==> src/rtl/fifo_thresh.sv <==
// Synchronous FIFO with first-word fall-through output, occupancy count,
// programmable almost-full / almost-empty thresholds and sticky
// overflow / underflow error flags.
module fifo_thresh #(
   parameter int WIDTH     = 32,
   parameter int DEPTH     = 16,
   parameter int AFULL_TH  = DEPTH - 2,
   parameter int AEMPTY_TH = 1
) (
   input  logic                         clk,
   input  logic                         res_n,
   input  logic                         shift_in,
   input  logic                         shift_out,
   input  logic [WIDTH-1:0]             data_in,
   input  logic                         clr_err,
   output logic [WIDTH-1:0]             data_out,
   output logic                         full,
   output logic                         empty,
   output logic                         almost_full,
   output logic                         almost_empty,
   output logic [$clog2(DEPTH+1)-1:0]   count,
   output logic                         overflow,
   output logic                         underflow
);

   localparam int CW = $clog2(DEPTH + 1);
   localparam int PW = (DEPTH > 1) ? $clog2(DEPTH) : 1;

   logic [WIDTH-1:0] mem [DEPTH];
   logic [PW-1:0]    wr_ptr;
   logic [PW-1:0]    rd_ptr;
   logic             do_write;
   logic             do_read;
   logic             ovf_event;
   logic             unf_event;

   // Pointer advance with wrap at DEPTH-1 (DEPTH need not be a power of two).
   function automatic logic [PW-1:0] ptr_inc(input logic [PW-1:0] p);
      return (p == PW'(DEPTH - 1)) ? '0 : p + PW'(1);
   endfunction

   // Status flags decoded straight from the registered occupancy.
   always_comb begin
      full         = (count == CW'(DEPTH));
      empty        = (count == '0);
      almost_full  = (count >= CW'(AFULL_TH));
      almost_empty = (count <= CW'(AEMPTY_TH));
   end

   // Request acceptance: a write into a full queue is allowed only when a
   // read frees the head slot in the same cycle; reads need a non-empty queue.
   always_comb begin
      do_read   = shift_out && !empty;
      do_write  = shift_in && (!full || shift_out);
      ovf_event = shift_in && full && !shift_out;
      unf_event = shift_out && empty;
   end

   // Fall-through head word, forced to zero while nothing is queued.
   always_comb begin
      data_out = empty ? '0 : mem[rd_ptr];
   end

   // Storage array: no reset, only written on an accepted write.
   always_ff @(posedge clk) begin
      if (do_write) begin
         mem[wr_ptr] <= data_in;
      end
   end

   // Pointers and occupancy count.
   always_ff @(posedge clk or negedge res_n) begin
      if (!res_n) begin
         wr_ptr <= '0;
         rd_ptr <= '0;
         count  <= '0;
      end else begin
         if (do_write) begin
            wr_ptr <= ptr_inc(wr_ptr);
         end
         if (do_read) begin
            rd_ptr <= ptr_inc(rd_ptr);
         end
         case ({do_write, do_read})
            2'b10:   count <= count + CW'(1);
            2'b01:   count <= count - CW'(1);
            default: count <= count;
         endcase
      end
   end

   // Sticky error flags; a new error wins over a simultaneous clear.
   always_ff @(posedge clk or negedge res_n) begin
      if (!res_n) begin
         overflow  <= 1'b0;
         underflow <= 1'b0;
      end else begin
         overflow  <= (overflow  && !clr_err) || ovf_event;
         underflow <= (underflow && !clr_err) || unf_event;
      end
   end

endmodule

==> config.mk <==
export PLATFORM = sky130hd
export DESIGN_NAME = fifo_thresh
export DESIGN_NICKNAME = d
export VERILOG_FILES = /design/src/rtl/fifo_thresh.sv
export SDC_FILE = /design/constraint.sdc
export NUM_CORES = 1
export LEC_CHECK = 0
export ABC_CLOCK_PERIOD_IN_PS = 8700
export BUFFER_PORTS_ARGS = -buffer_cell sky130_fd_sc_hd__buf_4
export CORE_ASPECT_RATIO = 0.6
export CORE_MARGIN = 4
export CORE_UTILIZATION = 35
export DETAILED_ROUTE_END_ITERATION = 10
export PLACE_DENSITY_LB_ADDON = 0.1
export SLEW_MARGIN = 5
export SYNTH_ARGS = -nofsm -noshare
export SYNTH_HDL_FRONTEND = slang
export SYNTH_SLANG_ARGS = --single-unit
==> constraint.sdc <==
create_clock -name clk -period 8.7 [get_ports clk]
set_input_delay 0.435 -clock clk [delete_from_list [all_inputs] [get_ports clk]]
set_output_delay 0.435 -clock clk [all_outputs]
set_load 0.005 [all_outputs]
==> summary by stage, run 1 <==
Yosys
The fraction of the yosys area taken by sequential cells is 0.764. The cell type contributing the most total cell area after synthesis is sky130_fd_sc_hd__edfxtp_1. The most common flop cell mapped by yosys is sky130_fd_sc_hd__edfxtp_1. Synthesis produced 923 cells. In this run the mean area of a mapped cell was 22.3 µm². In this run, synthesis inferred 512 flip-flops with an integrated enable. Sorting the synthesized cells by area gives the leading types as sky130_fd_sc_hd__edfxtp_1 75%, sky130_fd_sc_hd__mux4_2 14%, sky130_fd_sc_hd__dfrtp_1 1.8%. Yosys printed 0 warnings. The library cell with the highest instance count after synthesis is sky130_fd_sc_hd__edfxtp_1. The synthesized net count is 971. The combined area of all synthesized cells is 20,600 µm².

The post-synthesis cell type count is 42. Of the post-synthesis cell area, the dominant cell type holds 0.745. The proportion of register bits with asynchronous set or reset after synthesis is 0.0285. By count the netlist is led by 512 x sky130_fd_sc_hd__edfxtp_1, 128 x sky130_fd_sc_hd__mux4_2, 41 x sky130_fd_sc_hd__inv_1. The synthesized design contains 527 register bits.

Critical path
The setup slack of the worst register-to-register path is 5.60 ns. The endpoint class of the critical path is a primary output. STA classifies the critical path startpoint as a flip-flop. At the worst endpoint, the required time is 8.27 ns.

The count of cells along the worst register-to-register path is 9. The first element of the critical path is count[1]. The startpoint identified for the worst register-to-register timing path is count[0]. The worst setup path is of the flip-flop to primary output kind. The most critical setup path has its endpoint at data_out[22]. Of all nets on the critical path, the largest fanout is 39. At the worst endpoint, the arrival time is 3.77 ns. The endpoint identified for the worst register-to-register timing path is count[3].

Power and ir drop
The power after layout is 7550 µW. The power density of the placed cells is 319 nW/µm². The largest voltage drop on the vdd net is 0.217 mV.

The static leakage is 0.00763 µW.

Detailed routing
After detailed routing, the number of vias per cell comes to 5.19. The total iterations of the first detailed-routing run is 5. Once detail routing completed, the nets flagged for antenna violations numbered 0.

For this run, design rule violations remaining after detail routing come to 0. The post-detailed-route wirelength per cell is 26.9 µm. The routed design has 49,500 µm of wire. The via count of the routed design is 9,539. The DRC marker count from the first detailed-route iteration is 789.

Floorplanning
The width of the die is 321 µm. The starting utilization of the core area is 0.356. During I/O placement, the number of pins put on the boundary was 80.

The die is 196 µm tall. The full die area is 63,000 µm². Row generation in the floorplan step produced 68 rows.

The core region area is 57,900 µm².

Global route
The maximum number of pins on one net before global-route repair is 100. The via count of the first global-routing pass is 9,884. The wire length of the first global-routing pass is 71,400 µm. The all-layer global routing usage is 0.157.

The initial antenna violation count is 2. The total overflow reported by the global router is 0.

Placement
During placement, the flow inserted port buffers numbering 79. The sum of net half-perimeters after detailed placement is 26,100 µm. Summing all placed instances gives a cell area of 22,200 µm².

Routability-driven placement finished with a final weighted congestion of 0.681.

Cells and area
The post-synthesis to final-layout area growth is 14.7%. Summing all non-filler instances in the final layout gives an area of 23,700 µm². The number of nets in the final layout is 1,077. Of the cells placed in the final design, the portion with a size suffix greater than 1 is 0.322.

Timing
Setup repair after global routing left no endpoint under its margin. The worst hold slack is 0.133 ns. After layout, the minimum clock period comes to 4.20 ns.

The count of endpoints failing setup in the final report is 0. Static timing analysis puts the maximum clock frequency at 0.238 GHz. The number of hold-slack violations in the final timing report is 0. The part of the cycle the worst path needs is 0.483. For the final database, setup skew stands at 0.0145 ns.

The final number of max-transition violations is 0. The transition time of the tightest slew-check pin is 1.00 ns. The headroom to the max-slew limit is 0.332.

After routing, the total negative slack on setup checks comes to 0 ns.

Status
The run finished with clean final reports.

Clock network
Clock-pin slew was measured on the worst setup and hold paths at 0.06 ns. Counting the buffers created by CTS gives 50. The maximum root-to-sink buffer count is 3. The H-tree was split into 2 levels. After clock tree synthesis, the repair step resized 0 gates. The latest clock arrival within the worst-skew pair is 0.58 ns. Counting every sink on the clock net gives 527.

TritonCTS built the clock tree. The buffer type at the clock tree root is sky130_fd_sc_hd__clkbuf_16.

Worst hold path
The class of the tightest hold or removal check is input port to flip-flop. The hold-critical path depth is 3.

Run
Max-cap violations in this run came to 0.
-- metrics by stage --
step / util / std cells / worst slack [ns]
2_1_floorplan: - / 923 / 4.84
3_3_place_gp: 0.383 / 1746 / 5.09
3_5_place_dp: 0.383 / 1746 / 5.02
4_1_cts: 0.408 / 1837 / 4.41
5_1_grt: 0.408 / 1838 / 4.29
6_report: 0.408 / 1838 / 4.50
-- metal layers --
metal,global-route usage,vias to the layer above,routed length (µm)
li1,-,4087,-
met1,0.233,5131,23200
met2,0.247,250,22900
met3,0.0283,69,2550
met4,0.0313,2,801
met5,0,-,12
-- registers in the layout (all words and copies together) (netlist names) --
name / cells
mem: 512
count: 5
rd_ptr: 4
wr_ptr: 4
overflow: 1
underflow: 1
-- cell usage in the layout (no fill, tap or decap), types with 3 or more instances in the layout --
| master | netlist | routed |
|---|---|---|
| sky130_fd_sc_hd__a21oi_1 | 5 | 5 |
| sky130_fd_sc_hd__buf_4 | 6 | 104 |
| sky130_fd_sc_hd__clkbuf_1 | 8 | 10 |
| sky130_fd_sc_hd__clkbuf_16 | 0 | 51 |
| sky130_fd_sc_hd__clkinv_1 | 0 | 14 |
| sky130_fd_sc_hd__clkinv_2 | 0 | 10 |
| sky130_fd_sc_hd__dfrtp_1 | 15 | 12 |
| sky130_fd_sc_hd__edfxtp_1 | 512 | 512 |
| sky130_fd_sc_hd__ha_1 | 11 | 11 |
| sky130_fd_sc_hd__inv_1 | 41 | 41 |
| sky130_fd_sc_hd__mux2i_1 | 33 | 33 |
| sky130_fd_sc_hd__mux4_2 | 128 | 128 |
| sky130_fd_sc_hd__nand2b_1 | 3 | 3 |
| sky130_fd_sc_hd__nand3_1 | 33 | 33 |
| sky130_fd_sc_hd__nand4b_1 | 4 | 4 |
| sky130_fd_sc_hd__nor2_4 | 0 | 12 |
| sky130_fd_sc_hd__nor3_2 | 0 | 4 |
| sky130_fd_sc_hd__o211ai_1 | 5 | 5 |
| sky130_fd_sc_hd__o221ai_1 | 14 | 14 |
| sky130_fd_sc_hd__o221ai_2 | 18 | 18 |
| sky130_fd_sc_hd__o2bb2ai_1 | 3 | 3 |
| sky130_fd_sc_hd__xnor2_1 | 4 | 4 |
| sky130_fd_sc_hd__xor2_1 | 3 | 3 |
-- power breakdown --
part	switching (µW)	internal, µW	total (µW)	leakage, µW
clock	922	1100	2020	0.000729
combinational	1210	1090	2300	0.00210
sequential	174	3050	3220	0.00480
-- cells by family (layout without fill, tap and decap cells) --
kind of cell               after synthesis  count (layout)  share of synthesized area
AOI/OAI and AO/OA                       51              51                     0.0254
xor gates and xnor gates                 7               7                    0.00297
adders and majority gates               11              11                    0.00667
buffers and inverters                   93             237                     0.0240
DFF                                    527             527                      0.764
muxes                                  165             165                      0.158
other                                    0               1                          0
and+or+nand+nor                         69              69                     0.0194
-- worst min path at each step --
stage,start,end
after floorplan,res_n,count[0]
after global placement,res_n,count[0]
after detailed placement,res_n,count[0]
after CTS,clr_err,underflow
after global routing,clr_err,underflow
final,clr_err,underflow
-- cell type report --
type / instances / area [µm²]
Antenna cell: 1 / 2.50
Timing Repair Buffer: 106 / 811
Fill cell: 5064 / 34300
Sequential cell: 527 / 15800
Tap cell: 770 / 963
Clock buffer: 61 / 1310
Inverter: 41 / 154
Multi-Input combinational cell: 303 / 4490
Clock inverter: 29 / 166
-- critical path, cell delays in order (launching register included) --
cell and delay (ns):
sky130_fd_sc_hd__dfrtp_1 0.46, sky130_fd_sc_hd__inv_1 0.15, sky130_fd_sc_hd__ha_1 0.17, sky130_fd_sc_hd__or4b_4 0.80, sky130_fd_sc_hd__nand2b_2 0.59, sky130_fd_sc_hd__buf_4 0.50
sky130_fd_sc_hd__o221ai_1 0.26, sky130_fd_sc_hd__buf_4 0.21
-- timing repair --
action / 4_1_cts / 5_1_grt
hold buffers: 1 / 0
endpoints found under the hold margin: 15 / 0
setup buffers: 0 / 0
Power figures use the tool's default switching activity.
==> inputs of run 2 (changes only) <==
- ABC_AREA: default -> 1
- ABC_CLOCK_PERIOD_IN_PS: 8700 -> 3550
- clock period: 8.7 -> 3.55 ns (I/O delays scaled with it)
==> run 2 against run 1 <==
  * Clock power rose to 2.7 times the previous value
  * First-iteration DRC count is 51% higher
  * Area after synthesis is 4.6% higher
  * Sequential power rose by 140%
  * Combinational power increased to 3.0 times the previous value
  * Global-route usage rose by 1.7 points
  * Count of clock-buffer cells in the layout is 1 lower
  * Critical path depth is 3 higher
  * Via count increased by 45%
  * Die area up 4.5%
  * Utilization grew 0.59 points
  * Wire length increased by 16%
  * Critical path type unchanged
  * Critical endpoint is now data_out[23]
  * Largest power group unchanged
==> summary by stage, run 2 <==
Power and ir drop
The analysis attributes to cell leakage a power of 0.00951 µW. The largest voltage drop on the vdd net is 0.435 mV. Dividing total power by cell area gives a power density of 791 nW/µm².

Yosys
In this run the cell area of the synthesized design comes to 21,600 µm². Counting flops with an async set or reset pin after synthesis yields a share of 0.0285. By count the netlist is led by 826 x sky130_fd_sc_hd__nand2_1, 512 x sky130_fd_sc_hd__edfxtp_1, 171 x sky130_fd_sc_hd__nand3_1. The largest total area in the synthesized netlist belongs to sky130_fd_sc_hd__edfxtp_1. The synthesized net count is 1,949. Yosys mapped a number of flops with a built-in enable equal to 512. The library cell with the highest instance count after synthesis is sky130_fd_sc_hd__nand2_1. The most common flop cell mapped by yosys is sky130_fd_sc_hd__edfxtp_1. After synthesis, the largest family of logic cells by area is simple AND/OR/NAND/NOR gates.

After synthesis the netlist holds a flip-flop and latch count of 527. Of the total synthesized cell area, the portion taken by full adders, half adders and majority gates is 0.00638. The share of synthesized area in the top cell type comes to 0.713. Of the synthesized area, sequential elements account for 0.730. The post-synthesis compound-gate area fraction is 0.0262. Of the total synthesized cell area, the portion taken by XOR and XNOR cells is 0.00244. Sorting the synthesized cells by area gives the leading types as sky130_fd_sc_hd__edfxtp_1 71%, sky130_fd_sc_hd__nand2_1 14%, sky130_fd_sc_hd__nand3_1 4.0%. Of the total synthesized cell area, the portion taken by AND, OR, NAND and NOR gates is 0.206. The Yosys step of the flow raised 0 warnings. The cell count after synthesis came out at 1,901. The post-synthesis cell type count is 26.

A synthesized cell averages 11.4 µm². The post-synthesis mux area share is 0.

Placement
The quantity of I/O buffers inserted on ports is 79. The number of cells in the design after placement is 2,754. Once placement finished, the instance area stood at 23,200 µm². The sum of net half-perimeters after detailed placement is 32,100 µm. Timing analysis after detailed placement gives a worst setup slack of 0.647 ns. At the end of routability-driven placement, the weighted congestion stood at 0.745.

Cells and area
The most frequent standard cell in the layout excluding fill and tap cells is sky130_fd_sc_hd__nand2_1. From synthesis to final layout, the design area changed by 17.0%. The antenna cell count is 0. The finished layout holds 2,883 standard cells, fillers aside. The fraction of final layout cells with drive strength greater than 1 is 0.110.

The net count of the finished layout is 2,066. The filler cells instantiated in the layout total 5,809. The largest registers in the layout are mem x512, count x5. The post-route cell area is 25,300 µm².

The register with the most flip-flops in the final layout is mem. In the layout the commonest cells are 825 x sky130_fd_sc_hd__nand2_1, 512 x sky130_fd_sc_hd__edfxtp_1, 171 x sky130_fd_sc_hd__nand3_1. The register with the most flip-flops in the layout has 512 of them.

Timing
The minimum clock period is 3.17 ns. The worst pin sits at a relative slew slack of 0.367. The number of hold-slack violations in the final timing report is 0.

Setup violations remaining at the end of the flow were counted as 0. The least setup slack across all paths after layout is 0.380 ns. The final number of max-transition violations was 0.

Derived from the worst setup path, the maximum achievable clock frequency is 0.315 GHz. The setup clock skew after layout is 0.0230 ns. Setup repair after global routing left no endpoint under its margin. After routing, the total negative slack on setup checks comes to 0 ns. The part of the cycle the worst path needs is 0.893.

The transition time of the tightest slew-check pin is 0.948 ns.

Clock network
The clock tree from TritonCTS is built. The tree built by TritonCTS fans out to 527 sinks. The CTS buffer count is 51. The buffer type at the clock tree root is sky130_fd_sc_hd__clkbuf_16. The clock-pin slew reported for the worst setup and hold paths after clock tree synthesis is 0.06 ns. The number of gates resized after cts is 0. The latest clock arrival within the worst-skew pair is 0.58 ns. CTS built an H-tree with a depth of 2. The clock passes through at most 3 buffers.

Worst hold path
Along the worst hold path, the cell count comes to 3. The path class of the tightest hold or removal check is input port to flip-flop.

Detailed routing
Detailed routing inserted a total of 13,794 vias. Summed over all layers, the routed wires come to 57,600 µm. After detailed routing, the number of remaining DRC violations is 0.

The antenna violation net count after detailed routing is 0. The total iterations of the first detailed-routing run is 7. The vias per cell is 4.78. In the final routed layout, each cell accounts on average for 20.0 µm.

The DRC marker count from the first detailed-route iteration is 1,193.

Critical path
The critical path is of the flip-flop to primary output type. The endpoint class of the critical path is a primary output. STA classifies the critical path startpoint as a flip-flop. The maximum net fanout on the critical path is 40. The required time of the critical path is 3.37 ns. The count of cells along the worst register-to-register path is 8.

The worst path arrival time is 2.99 ns.

Global route
The first global-routing pass estimated 87,900 µm of wire. The initial antenna violation count came to 0. Entering global routing, the biggest net connects 116 pins. Across every metal layer, demand over resource in global routing totals 0.175. The via count of the first global-routing pass came to 13,486.

The total overflow reported by the global router is 0.

Floorplanning
In this run the core area contains 70 standard-cell rows. The floorplan step defined a core boundary enclosing 61,000 µm². The full die area is 65,800 µm². The width of the die is 329 µm. For this design the top-level I/O count stands at 80. The initial utilization of the core area, before any placement, comes to 0.354. The die height is 200 µm.

Status
The run finished with clean final reports.

Run
Max-cap violations in this run came to 0.
[run 2: path summary, 6_finish.rpt]
check	slack, ns	to	startpoint
max reg2reg	0.69	mem[5][22]	count[1]
min reg2reg	0.57	overflow	overflow
min	0.35	overflow	clr_err
max in group asynchronous	2.22	rd_ptr[0]	res_n
min in group asynchronous	0.77	count[2]	res_n
max	0.38	data_out[23]	rd_ptr[2]
[run 2: layout make-up]
class	count	area (µm²)	area share
Sequential cell	527	15800	0.624
Timing Repair Buffer	166	1420	0.0562
Inverter	23	95.1	0.00377
Clock inverter	30	320	0.0127
Multi-Input combinational cell	1249	5320	0.211
Tap cell	828	1040	0.0410
Clock buffer	60	1310	0.0519
[run 2: cell families after synthesis]
logic type / Yosys count
and+or+nand+nor: 1120
DFF: 527
buffers and inverters: 125
AOI/OAI and AO/OA: 112
adders and majority gates: 11
xor gates and xnor gates: 6
[run 2: worst max-delay path: stages (launching register included)]
cell and delay (ns):
sky130_fd_sc_hd__dfrtp_1 0.41, sky130_fd_sc_hd__clkinv_2 0.39, sky130_fd_sc_hd__nor2_4 0.21, sky130_fd_sc_hd__buf_4 0.57, sky130_fd_sc_hd__nand2_1 0.11, sky130_fd_sc_hd__nand2_1 0.08, sky130_fd_sc_hd__nor2_1 0.05, sky130_fd_sc_hd__nand2_1 0.07
sky130_fd_sc_hd__nand2_1 0.06, sky130_fd_sc_hd__nor2_1 0.28, sky130_fd_sc_hd__buf_4 0.18
[run 2: stage by stage]
step,hold WS [ns],power (µW),utilization
after global routing,0.354,21300,0.414
after CTS,0.322,20300,0.414
final,0.347,20000,0.414
after floorplan,-0.118,11900,-
after global placement,0.0592,14700,0.381
after detailed placement,0.0545,14700,0.381
[run 2: power breakdown]
part | internal (µW) | switching [µW] | total, µW
clock network | 3140 | 2340 | 5470
logic | 2170 | 4730 | 6890
registers | 7410 | 209 | 7610
total | 12700 | 7270 | 20000
[run 2: repair_timing]
| item | 4_1_cts | 5_1_grt |
|---|---|---|
| setup buffers | 0 | 0 |
| hold buffers | 39 | 0 |
| endpoints found under the hold margin | 530 | 0 |
[run 2: routing by layer]
layer  share of wire  GRT usage
met3           0.045     0.0254
met4           0.017     0.0353
met2            0.43      0.256
met1            0.51      0.275
met5               0          0
==> inputs of run 3 (changes only) <==
- CORE_UTILIZATION: 35 -> 50
==> run 3 against run 2 <==
  * Sequential cell count stayed put
  * Wire length shrank 3.6%
  * Combinational power grew 1%
  * Count of clock-buffer cells in the layout grew 2
  * Largest cell class unchanged
==> summary by stage, run 3 (same netlist as run 2, synthesis figures left out) <==
Floorplanning
The die height is 169 µm. The width of the die is 276 µm. The core region area is 42,200 µm².

For this configuration, the core starts out at a cell density of 0.511. Pin placement for this block handled 80 I/O pins. The die covers 46,700 µm². The floorplan row count is 58.

Timing
The final number of max-transition violations is 0. Final hold analysis gives a worst-case slack of 0.0476 ns. Of the available clock period, the critical path in the final layout requires 0.844. The final sum of negative setup slack is 0 ns.

The number of hold-slack violations in the final timing report is 0. The minimum clock period is 3.00 ns. The headroom to the max-slew limit is 0.290. The maximum achievable frequency is 0.334 GHz. The count of endpoints failing setup in the final report is 0.

Setup repair after global routing left no endpoint under its margin. The transition time of the tightest slew-check pin is 1.06 ns. Clock skew on the completed layout was measured at 0.0195 ns.

Cells and area
The register ranked first by flip-flop count is mem. The core occupancy in the finished layout is 0.589. The top cell types in the final layout, fill and taps aside, are 825 x sky130_fd_sc_hd__nand2_1, 512 x sky130_fd_sc_hd__edfxtp_1, 171 x sky130_fd_sc_hd__nand3_1. The filler cells instantiated in the layout total 3,492.

In the final layout, the registers with the most flip-flops are mem x512, count x5. The fraction of final layout cells with drive strength greater than 1 is 0.109. The antenna cell count is 0.

The post-synthesis to final-layout area growth is 15.2%. Leaving out fill and tap cells, the most frequent cell in the layout is sky130_fd_sc_hd__nand2_1. For this run, the post-layout net count is 2,065. The flip-flop count of the largest register after layout is 512.

Clock network
The clock reaches the later pin of the worst-skew pair after 0.57 ns. In this run, CTS created clock tree buffers numbering 49. The H-tree depth is 2.

In this run the post-CTS setup repair buffer count came out at 0. After clock tree synthesis, the clock-pin slew on the worst setup and hold paths is 0.07 ns. The clock sink count is 527. The clock passes through at most 3 buffers.

The clock tree from TritonCTS is built. The root buffer cell chosen for the clock tree is sky130_fd_sc_hd__clkbuf_16. Post-CTS repair changed the size of 0 cells.

Detailed routing
The DRC marker count from the first detailed-route iteration is 1,529. The routed layout has 14,248 vias. The total DRC errors in the routed layout is 0. The total iterations of the first detailed-routing run is 5.

The post-detailed-route wirelength per cell is 21.2 µm. The vias per cell is 5.43. The detail route stage leaves a number of antenna-violating nets equal to 0. The total wire length is 55,500 µm.

Power and ir drop
The largest voltage drop on the vdd net is 0.743 mV. The power density of the placed cells is 786 nW/µm². In this run the static leakage power is 0.00946 µW.

Critical path
The largest individual stage delay along the critical path comes from the cell sky130_fd_sc_hd__clkinv_1. STA classifies the critical path startpoint as a flip-flop. Data on the critical path is required at its endpoint by 3.37 ns.

The worst path arrival time is 2.82 ns. The startpoint-to-endpoint class of the critical path is flip-flop to primary output. The worst setup path is captured at a primary output. For this run, the slowest stage of the critical path takes 0.81 ns. The critical path goes through clkinv_1 -> buf_4 -> nand3_1 -> nor2_1 -> nor2_1 -> buf_4. The maximum net fanout on the critical path is 23.

Global route
The maximum number of pins on one net before global-route repair is 183. The first global-routing pass estimated 85,200 µm of wire. The initial antenna violation count came to 2. The via count of the first global-routing pass is 13,496. The total overflow reported by the global router is 0. The all-layer global routing usage is 0.238.

Placement
The final weighted congestion of routability-driven global placement is 0.833. The quantity of I/O buffers inserted on ports is 79. Detailed placement ended at an HPWL of 32,700 µm.

Status
The flow ran to the end, and the final reports show no timing, DRC or antenna violations.

Run
The max-cap check violation count is 0.

Worst hold path
The class of the tightest hold or removal check is input port to async pin.
==> run 3: changes by cell type in the layout (fill, tap and decap cells not counted) <==
cell                            before  now
sky130_fd_sc_hd__buf_12              6   15
sky130_fd_sc_hd__bufinv_16           7    0
sky130_fd_sc_hd__buf_4             121  116
sky130_fd_sc_hd__clkinv_1           10   14
sky130_fd_sc_hd__dlygate4sd3_1      39   36
sky130_fd_sc_hd__clkbuf_1            9   11
sky130_fd_sc_hd__clkinv_4            0    1
sky130_fd_sc_hd__inv_1              17   18
sky130_fd_sc_hd__inv_2               4    3
sky130_fd_sc_hd__inv_6               2    1
==> run 3: layer usage <==
metal  GRT usage  vias to the layer above  wire [µm]
li1            -                     6699          -
met1       0.375                     6933      26100
met2       0.350                      563      24000
met3      0.0467                       51       4710
met4      0.0438                        2        733
met5           0                        -         13
==> run 3: stage by stage <==
step | std cells | cell area (µm²) | power [µW] | setup WS (ns)
after floorplan | 1901 | 21600 | 11900 | 0.484
after CTS | 2625 | 24900 | 19600 | 0.560
after global placement | 2500 | 23100 | 14700 | 0.695
after detailed placement | 2500 | 23100 | 14800 | 0.633
after global routing | 2625 | 24900 | 20700 | 0.382
final | 2625 | 24900 | 19500 | 0.553
==> run 3: path summary, 6_finish.rpt <==
check                      startpoint            to  slack, ns  cells past startpoint
setup / recovery            rd_ptr[3]  data_out[19]       0.55                      6
min in group clk             shift_in     wr_ptr[0]       0.27                      4
max in group asynchronous       res_n     rd_ptr[0]       3.25                      2
hold / removal                  res_n      count[0]       0.05                      2
hold reg to reg             underflow     underflow       0.54                      2
setup reg to reg             count[1]    mem[6][26]       0.63                      8
==> run 3: critical path, delay by kind of cell (launching register included) <==
kind                   cells  cell delay (ns)
buffers and inverters      3             1.51
flip-flops                 1             0.37
AND/OR/NAND/NOR            3             0.37
==> run 3: area by class of cell <==
type / instances / area (µm²) / share of cell area
Sequential cell: 527 / 15800 / 0.634
Multi-Input combinational cell: 1249 / 5320 / 0.214
Timing Repair Buffer: 167 / 1530 / 0.0616
Clock buffer: 62 / 1320 / 0.0530
Tap cell: 570 / 713 / 0.0287
Clock inverter: 27 / 126 / 0.00508
Inverter: 23 / 93.8 / 0.00378
==> run 3: what timing repair did <==
action / 4_1_cts / 5_1_grt
endpoints found under the hold margin: 531 / 0
setup endpoints to repair: 0 / 0
hold buffers: 36 / 0
==> run 3: where the power goes <==
group	leakage (µW)	total, µW	switching, µW	internal, µW
Combinational	0.00393	6970	4710	2260
Sequential	0.00480	7700	296	7400
Clock	0.000717	4860	2240	2620
